===== config.mk =====
export PLATFORM = sky130hd
export DESIGN_NAME = pattern_count_engine_flat
export DESIGN_NICKNAME = d
export VERILOG_FILES = /design/src/rtl/pattern_count_engine_if.sv /design/src/rtl/pattern_count_engine.sv /design/src/flat_wrapper.sv
export SDC_FILE = /design/constraint.sdc
export NUM_CORES = 1
export LEC_CHECK = 0
export ABC_AREA = 1
export CAP_MARGIN = 20
export CORE_MARGIN = 2
export CORE_UTILIZATION = 30
export CTS_BUF_LIST = sky130_fd_sc_hd__clkbuf_4
export DETAILED_ROUTE_END_ITERATION = 8
export GPL_ROUTABILITY_DRIVEN = 0
export GPL_TIMING_DRIVEN = 1
export PLACE_DENSITY = 0.52
export SYNTH_ARGS = -nofsm -noshare
export SYNTH_HDL_FRONTEND = slang
export SYNTH_SLANG_ARGS = --single-unit
export TNS_END_PERCENT = 5

===== constraint.sdc =====
create_clock -name clk -period 4.1 [get_ports clk]
set_input_delay 0.82 -clock clk [delete_from_list [all_inputs] [get_ports clk]]
set_output_delay 0.82 -clock clk [all_outputs]
set_load 0.03 [all_outputs]

===== src/rtl/pattern_count_engine_if.sv =====
// Data-memory port shared by the pattern-count engine (master) and the memory (slave).
// Synchronous read: rdata is valid the cycle after rd_en.
interface pattern_count_engine_if #(
  parameter int unsigned ADDR_W = 8,
  parameter int unsigned DATA_W = 8
) ();
  logic              rd_en;
  logic [ADDR_W-1:0] raddr;
  logic [DATA_W-1:0] rdata;
  logic              wr_en;
  logic [ADDR_W-1:0] waddr;
  logic [DATA_W-1:0] wdata;

  modport master (output rd_en, raddr, wr_en, waddr, wdata, input rdata);
  modport slave  (input rd_en, raddr, wr_en, waddr, wdata, output rdata);
endinterface


===== src/rtl/pattern_count_engine.sv =====
// Pattern search accelerator: reads a pattern and NBYTES message words, counts in-byte,
// matching-byte and full-stream matches, then writes the three counts back to memory.
module pattern_count_engine #(
  parameter int unsigned PAT_W    = 5,
  parameter int unsigned DATA_W   = 8,
  parameter int unsigned NBYTES   = 32,
  parameter int unsigned ADDR_W   = 8,
  parameter int unsigned MSG_BASE = 0,
  parameter int unsigned PAT_ADDR = 32,
  parameter int unsigned RES_BASE = 33,
  localparam int unsigned CNT_W   = $clog2(NBYTES*DATA_W+1)
) (
  input  logic                          clk,
  input  logic                          rst_n,
  input  logic                          start,
  output logic                          done,
  output logic                          busy,
  pattern_count_engine_if.master        mem,
  output logic [CNT_W-1:0]              cnt_inbyte,
  output logic [CNT_W-1:0]              cnt_bytes,
  output logic [CNT_W-1:0]              cnt_cross
);

  localparam int unsigned HW    = $clog2(DATA_W+1);
  localparam int unsigned IDX_W = $clog2(NBYTES);
  localparam int unsigned NIN   = DATA_W - PAT_W + 1;
  localparam int unsigned SW    = (CNT_W > DATA_W) ? CNT_W : DATA_W;

  typedef enum logic [2:0] {
    S_IDLE, S_RD_PAT, S_SCAN, S_WR0, S_WR1, S_WR2, S_DONE
  } state_t;

  state_t              state;
  logic [PAT_W-1:0]    pat;
  logic [DATA_W-1:0]   prev;
  logic                have_prev;
  logic                pat_ld;
  logic                eval_vld;
  logic [IDX_W-1:0]    rd_idx;

  logic [2*DATA_W-1:0] win;
  logic [HW-1:0]       inb;
  logic [HW-1:0]       crs;
  logic [CNT_W-1:0]    nxt_inbyte;
  logic [CNT_W-1:0]    nxt_bytes;
  logic [CNT_W-1:0]    nxt_cross;

  // Clamp a count to the largest value a memory word can hold.
  function automatic logic [DATA_W-1:0] sat(input logic [CNT_W-1:0] c);
    logic [SW-1:0] cw;
    cw = SW'(c);
    if (cw > SW'({DATA_W{1'b1}})) return '1;
    return cw[DATA_W-1:0];
  endfunction

  // Per-word popcounts: low NIN windows lie inside the current word, the rest span into prev.
  always_comb begin
    win = {prev, mem.rdata};
    inb = '0;
    crs = '0;
    for (int unsigned k = 0; k < NIN; k++)
      if (win[k +: PAT_W] == pat) inb = inb + HW'(1);
    for (int unsigned k = NIN; k < DATA_W; k++)
      if (have_prev && (win[k +: PAT_W] == pat)) crs = crs + HW'(1);
    nxt_inbyte = cnt_inbyte + CNT_W'(inb);
    nxt_bytes  = cnt_bytes + CNT_W'(inb != '0);
    nxt_cross  = cnt_cross + CNT_W'(inb) + CNT_W'(crs);
  end

  always_ff @(posedge clk or negedge rst_n) begin
    if (!rst_n) begin
      state      <= S_IDLE;
      done       <= 1'b0;
      busy       <= 1'b0;
      mem.rd_en  <= 1'b0;
      mem.raddr  <= '0;
      mem.wr_en  <= 1'b0;
      mem.waddr  <= '0;
      mem.wdata  <= '0;
      cnt_inbyte <= '0;
      cnt_bytes  <= '0;
      cnt_cross  <= '0;
      pat        <= '0;
      prev       <= '0;
      have_prev  <= 1'b0;
      pat_ld     <= 1'b0;
      eval_vld   <= 1'b0;
      rd_idx     <= '0;
    end else begin
      pat_ld <= 1'b0;
      if (pat_ld) pat <= mem.rdata[DATA_W-1 -: PAT_W];

      case (state)
        S_IDLE, S_DONE: begin
          if (start) begin
            state      <= S_RD_PAT;
            busy       <= 1'b1;
            done       <= 1'b0;
            cnt_inbyte <= '0;
            cnt_bytes  <= '0;
            cnt_cross  <= '0;
            have_prev  <= 1'b0;
            eval_vld   <= 1'b0;
            mem.rd_en  <= 1'b1;
            mem.raddr  <= ADDR_W'(PAT_ADDR);
          end
        end
        S_RD_PAT: begin
          state     <= S_SCAN;
          pat_ld    <= 1'b1;
          mem.raddr <= ADDR_W'(MSG_BASE);
          rd_idx    <= '0;
        end
        S_SCAN: begin
          eval_vld <= mem.rd_en;
          if (mem.rd_en) begin
            if (rd_idx == IDX_W'(NBYTES-1)) begin
              mem.rd_en <= 1'b0;
            end else begin
              mem.raddr <= mem.raddr + ADDR_W'(1);
              rd_idx    <= rd_idx + IDX_W'(1);
            end
          end
          if (eval_vld) begin
            cnt_inbyte <= nxt_inbyte;
            cnt_bytes  <= nxt_bytes;
            cnt_cross  <= nxt_cross;
            prev       <= mem.rdata;
            have_prev  <= 1'b1;
          end
          // Last word evaluates the cycle after reads stop; its sum feeds the first write.
          if (eval_vld && !mem.rd_en) begin
            state     <= S_WR0;
            mem.wr_en <= 1'b1;
            mem.waddr <= ADDR_W'(RES_BASE);
            mem.wdata <= sat(nxt_inbyte);
          end
        end
        S_WR0: begin
          state     <= S_WR1;
          mem.waddr <= ADDR_W'(RES_BASE + 1);
          mem.wdata <= sat(cnt_bytes);
        end
        S_WR1: begin
          state     <= S_WR2;
          mem.waddr <= ADDR_W'(RES_BASE + 2);
          mem.wdata <= sat(cnt_cross);
        end
        S_WR2: begin
          state     <= S_DONE;
          mem.wr_en <= 1'b0;
          busy      <= 1'b0;
          done      <= 1'b1;
        end
        default: state <= S_IDLE;
      endcase
    end
  end

endmodule


===== src/flat_wrapper.sv =====
// flat-port wrapper written by rule: the top's interface ports become plain ports
module pattern_count_engine_flat 
#(
  parameter int unsigned PAT_W    = 5,
  parameter int unsigned DATA_W   = 8,
  parameter int unsigned NBYTES   = 32,
  parameter int unsigned ADDR_W   = 8,
  parameter int unsigned MSG_BASE = 0,
  parameter int unsigned PAT_ADDR = 32,
  parameter int unsigned RES_BASE = 33,
  localparam int unsigned CNT_W   = $clog2(NBYTES*DATA_W+1)
)
  (clk, rst_n, start, done, busy, cnt_inbyte, cnt_bytes, cnt_cross, mem_rd_en, mem_raddr, mem_wr_en, mem_waddr, mem_wdata, mem_rdata);
  pattern_count_engine_if #(.ADDR_W(ADDR_W), .DATA_W(DATA_W)) mem_i ();
  input  logic clk;
  input  logic rst_n;
  input  logic start;
  output logic done;
  output logic busy;
  output logic [CNT_W-1:0] cnt_inbyte;
  output logic [CNT_W-1:0] cnt_bytes;
  output logic [CNT_W-1:0] cnt_cross;
  output wire logic [$bits(mem_i.rd_en)-1:0] mem_rd_en;
  output wire logic [$bits(mem_i.raddr)-1:0] mem_raddr;
  output wire logic [$bits(mem_i.wr_en)-1:0] mem_wr_en;
  output wire logic [$bits(mem_i.waddr)-1:0] mem_waddr;
  output wire logic [$bits(mem_i.wdata)-1:0] mem_wdata;
  input wire logic [$bits(mem_i.rdata)-1:0] mem_rdata;
  assign mem_rd_en = mem_i.rd_en;
  assign mem_raddr = mem_i.raddr;
  assign mem_wr_en = mem_i.wr_en;
  assign mem_waddr = mem_i.waddr;
  assign mem_wdata = mem_i.wdata;
  assign mem_i.rdata = mem_rdata;
  pattern_count_engine #(.PAT_W(PAT_W), .DATA_W(DATA_W), .NBYTES(NBYTES), .ADDR_W(ADDR_W), .MSG_BASE(MSG_BASE), .PAT_ADDR(PAT_ADDR), .RES_BASE(RES_BASE)) u_core (.clk(clk), .rst_n(rst_n), .start(start), .done(done), .busy(busy), .mem(mem_i), .cnt_inbyte(cnt_inbyte), .cnt_bytes(cnt_bytes), .cnt_cross(cnt_cross));
endmodule

Word level (Yosys, flattened, before mapping):

Index checks and enable logic that the tools add are counted.

* add/sub/neg operators: 12
* magnitude comparators: 3
* equality and inequality tests: 20
* multiplexer cells: 55
* reduce and logical (&&, ||, !) cells: 24

Operators with widths (count)
* $mux W8: 11
* $pmux W8 S3: 3
* $pmux W9 S2: 3
* $eq A5 B5 Y1: 8
* $mux W9: 4
* $add A9 B4 Y9: 3
* $gt A9 B8 Y1 const B: 3
* $mux W4: 6
* $pmux W3 S6: 1
* $add A4 B1 Y4 const B: 4
* $mux W1: 16
* $pmux W1 S2: 6
* $reduce_and A2 Y1: 6
* $mux W5: 2
* $pmux W5 S2: 1
* $add A9 B1 Y9: 1
* $eq A3 B3 Y1 const B: 3
* $add A8 B1 Y8 const B: 1
* $reduce_bool A2 Y1: 4
* $eq A3 B2 Y1 const B: 2
* $mux W3: 2
* $ne A2 B1 Y1 const B: 3
* $reduce_and A3 Y1: 2
* $reduce_bool A3 Y1: 2
* 11 further kinds: 17

* register bits: 75
* input port bits: 11
* output and inout bits: 55
* logic and storage cells: 131

Longest topological paths before layout:

* depth in word-level cells: 16
* mapped depth: 29
* mapped depth without buffers: 28

Worst setup path after synthesis:

Ideal clock, no wire load.

* path type: input to register
* start: input mem_rdata[7]
* end: register u_core.cnt_cross[7]
* library setup time: 0.101 ns
* arrival time: 4.330 ns
* required time: 3.999 ns
* path slack: -0.331 ns
* stages on the path: 18
* cells stage by stage: clkbuf_1 > inv_1 > a21oi_1 > o2111ai_1 > nor4_1 > ha_1 > xor2_1 > inv_1 > ha_1 > mux2_2 > fa_1 > ha_1 > fa_1 > a21oi_1 > o21bai_1 > nand2_1 > nor3_1 > o32ai_1

* cells in the longest elaborated chain, start to end: 12

Ends and longest elaborated chain
* start, declared: line flat_wrapper.sv:28 `input wire logic [$bits(mem_i.rdata)-1:0] mem_rdata;`
* $eq A5 B5 Y1: line pattern_count_engine.sv:64 `if (have_prev && (win[k +: PAT_W] == pat)) crs = crs + HW'(1);`
* $logic_and A1 B1 Y1: line pattern_count_engine.sv:64
* $mux W1: line pattern_count_engine.sv:64
* $add A1 B1 Y2: line pattern_count_engine.sv:64
* $mux W4: line pattern_count_engine.sv:64
* $add A4 B1 Y4: line pattern_count_engine.sv:64
* $mux W4: line pattern_count_engine.sv:64
* $add A4 B1 Y4: line pattern_count_engine.sv:64
* $mux W4: line pattern_count_engine.sv:64
* $add A9 B4 Y9 *: line pattern_count_engine.sv:67 `nxt_cross = cnt_cross + CNT_W'(inb) + CNT_W'(crs);`
* $mux W9 *: line pattern_count_engine.sv:124 `if (eval_vld) begin`
* $pmux W9 S2 *: line pattern_count_engine.sv:93 `case (state)`
* end signal, assigned: line pattern_count_engine.sv:127 `cnt_cross <= nxt_cross;`
* end, declared: line pattern_count_engine.sv:21 `output logic [CNT_W-1:0] cnt_cross`

Mark *: on every way between the ends. The rest lies on a longest branch, timed or not. The select of a mux whose other input is x is not followed.
A chain may end at the register's enable or synchronous reset.

Worst setup path after layout:

* start: input mem_rdata[7]
* end: register u_core.cnt_cross[8]

The elaborated chain is that of the path after synthesis.

==> results_dict.tcl <==
set metrics [dict create \
    cts_tree "done" \
    synthMostInstantiatedCell "nand2_1" \
    vias_per_cell 4.715 \
    cts_buffers 9 \
    port_buffers 60 \
    rsz0062_at_grt "yes" \
    yosysTopAreaCell "dfrtp_1" \
    async_flop_share 1.000 \
    met2_usage 0.2552 \
    arrival_ns 4.26 \
    wl_mm 12.21 \
    clk_latency_ns 0.47 \
    syn_area_per_cell_um2 7.666 \
    fp.dieH_um 126.9 \
    synth_edf_count 0 \
    synth_common_cells "nand2_1 (129), inv_1 (80), dfrtp_1 (70)" \
    maxCapViolations 0 \
    clk_pin_slew_ns 0.14 \
    area_growth_syn_to_layout_pct 31.90 \
    synth_area_um2 4531 \
    post-dp-hpwl_mm 8.923 \
    io_pins 66 \
    rrSetupSlack_ns 0.19 \
    synth_top_area_share 0.3866 \
    first_pass_iters 4 \
    relSlewSlack 0.4385 \
    fin_nets 735 \
    die_w_um 126.9 \
    final_cells 891 \
    grt_pass1_vias 4224 \
    dp_cells 863 \
    syn_inst 591 \
    ir_worst_vdd_uv 282.6 \
    drive_above_1_share 0.2096 \
    grt.busiest_layer "met2" \
    grt.met1_usage 0.1987 \
    dr_total_vias 4201 \
    status "finished, final reports clean" \
    met3_usage 0.04218 \
    power_density_nw_per_um2 570.9 \
    cts_root_buf "clkbuf_4" \
    grt_first_pass_wirelength_mm 20.02 \
    ys_seq_area_frac 0.3866 \
    reg2reg_to "u_core.cnt_cross[8]$_DFFE_PN0P_" \
    hold_ws_ns 0.4011 \
    p_leak_nw 2.751 \
    drv_slew 0 \
    antenna_found_initial 0 \
    yosys_register_bits 70 \
    core_area_um2 14640 \
    regToRegStartpoint "u_core.pat[0]$_DFFE_PN0P_" \
    drtIter0Drc 179 \
    hold_viol 0 \
    fin_crit_ns 3.918 \
    layout_worst_path_cycle_share 0.9556 \
    wl_per_cell_um 13.70 \
    cp_max_fo 2 \
    cp-start-kind "primary input" \
    finClkSkew_ns 0.02512 \
    initial_core_util 0.3094 \
    yosysUniqueCellTypes 44 \
    cts-hold-fix-buffers 0 \
    crit_type "in2reg" \
    dieArea_um2 16100 \
    fin_area_um2 5976 \
    clockBufferDepth 2 \
    setup_viol 0 \
    finalPower_w 0.003412 \
    fin_setup_tns_ns 0 \
    hold_path.class "in2async" \
    grt_max_degree 42 \
    critPathRequiredTime_ns 4.44 \
    antenna_left 0 \
    yosysWarnings 0 \
    synth_area_leaders "dfrtp_1 (39%), nand2_1 (11%), inv_1 (6.6%), ha_1 (5.2%), o21ai_0 (4.3%)" \
    reg2reg_depth 25 \
    cp-end-kind "register" \
    grt-ovfl-total 0 \
    drc 0 \
    postPlaceCellArea_um2 5603 \
    grtUsageTotal 0.1552 \
    clkSinkCount 70 \
    yosys_most_used_dff "dfrtp_1" \
    fmax_mhz 255.2 \
    row_count 44 \
    htreeDepth 3 \
    worstMarginPinSlew_ns 0.8413 \
]
critical path: stages:
cell	delay [ns]
clkbuf_2	0.11
inv_2	0.04
a21oi_2	0.15
o2111ai_2	0.14
nor4_4	0.28
ha_1	0.31
xor2_2	0.16
inv_1	0.06
ha_2	0.15
inv_1	0.04
nor2_1	0.14
xnor2_1	0.18
xor2_1	0.20
ha_2	0.30
ha_1	0.29
a21oi_1	0.16
nor2_2	0.06
nor2_1	0.09
nor2_1	0.06
o21ai_1	0.18
nor2_1	0.07
nand2_1	0.08
nand2_1	0.06
nand2_1	0.07
o22ai_1	0.07
placed cells by master (no fill, tap or decap), types with 13 or more instances in the layout:
master and count:
buf_4 51, o22ai_1 17, inv_2 14, o21ai_0 35, ha_1 13, xor2_1 13
clkdlybuf4s50_1 51, inv_1 76, nor2_1 50, a21oi_1 24, dfrtp_1 67, nand2_1 129
power by group:
group | leakage [nW] | total (W) | switching [W] | internal [W]
clock network | 0.0744 | 0.000480 | 0.000292 | 0.000188
registers | 0.902 | 0.00106 | 0.000190 | 0.000875
logic | 1.78 | 0.00187 | 0.00115 | 0.000722
total | 2.75 | 0.00341 | 0.00163 | 0.00178
per-stage QoR:
| stage | setup slack (ns) | utilization |
|---|---|---|
| floorplan | -0.1607 | - |
| global placement | -0.7484 | 0.3826 |
| detailed placement | -0.8481 | 0.3826 |
| CTS | 0.04979 | 0.3949 |
| global route | -0.1423 | 0.4079 |
| finish | 0.1822 | 0.4081 |
repair_timing:
action                                  CTS  global route
pin swaps                                13            27
gates resized for setup                  17            44
endpoints found under the setup margin   10            16
buffers inserted                          2             9
sequential cells by signal, summed over array words and instances, names as in the netlist, 4 cells and up:
signal             count
u_core.mem.wdata       8
u_core.prev            4
u_core.mem.raddr       8
u_core.pat             5
u_core.cnt_cross       9
u_core.rd_idx          5
u_core.cnt_inbyte      9
u_core.cnt_bytes       9
per-layer routing:
metal | share of wire | up-vias | routed length [µm]
li1 | - | 2132 | -
met1 | 0.47 | 1975 | 5711
met2 | 0.47 | 75 | 5745
met3 | 0.043 | 19 | 529
met4 | 0.018 | 0 | 219
met5 | 0 | - | 0
layout make-up:
| cell class | instances | area, µm² |
|---|---|---|
| Antenna cell | 1 | 2.502 |
| Clock buffer | 9 | 67.56 |
| Clock inverter | 7 | 72.57 |
| Fill cell | 1513 | 8668 |
| Inverter | 92 | 347.8 |
| Multi-Input combinational cell | 410 | 2457 |
| Sequential cell | 70 | 1755 |
| Tap cell | 184 | 230.2 |
| Timing Repair Buffer | 118 | 1042 |
how the worst max path moves through the flow:
stage,depth (start not counted),end,from,slack (ns)
global placement,21,u_core.cnt_cross[8]$_DFFE_PN0P_,mem_rdata[7],-0.75
floorplan,18,u_core.cnt_cross[7]$_DFFE_PN0P_,mem_rdata[7],-0.16
finish,25,u_core.cnt_cross[8]$_DFFE_PN0P_,mem_rdata[7],0.18
global route,25,u_core.cnt_cross[8]$_DFFE_PN0P_,u_core.pat[0]$_DFFE_PN0P_,-0.14
detailed placement,21,u_core.cnt_cross[8]$_DFFE_PN0P_,mem_rdata[7],-0.85
CTS,22,u_core.cnt_cross[8]$_DFFE_PN0P_,mem_rdata[5],0.05
cell families after synthesis:
kind of cell    synth area share
flops                     0.3866
fa+ha+maj                0.07015
compound gates            0.1640
other cells            0.0008277
simple gates              0.2168
mux                     0.004695
xor+xnor                 0.04833
buf+inv                   0.1085
(Power assumes the default switching activity.)
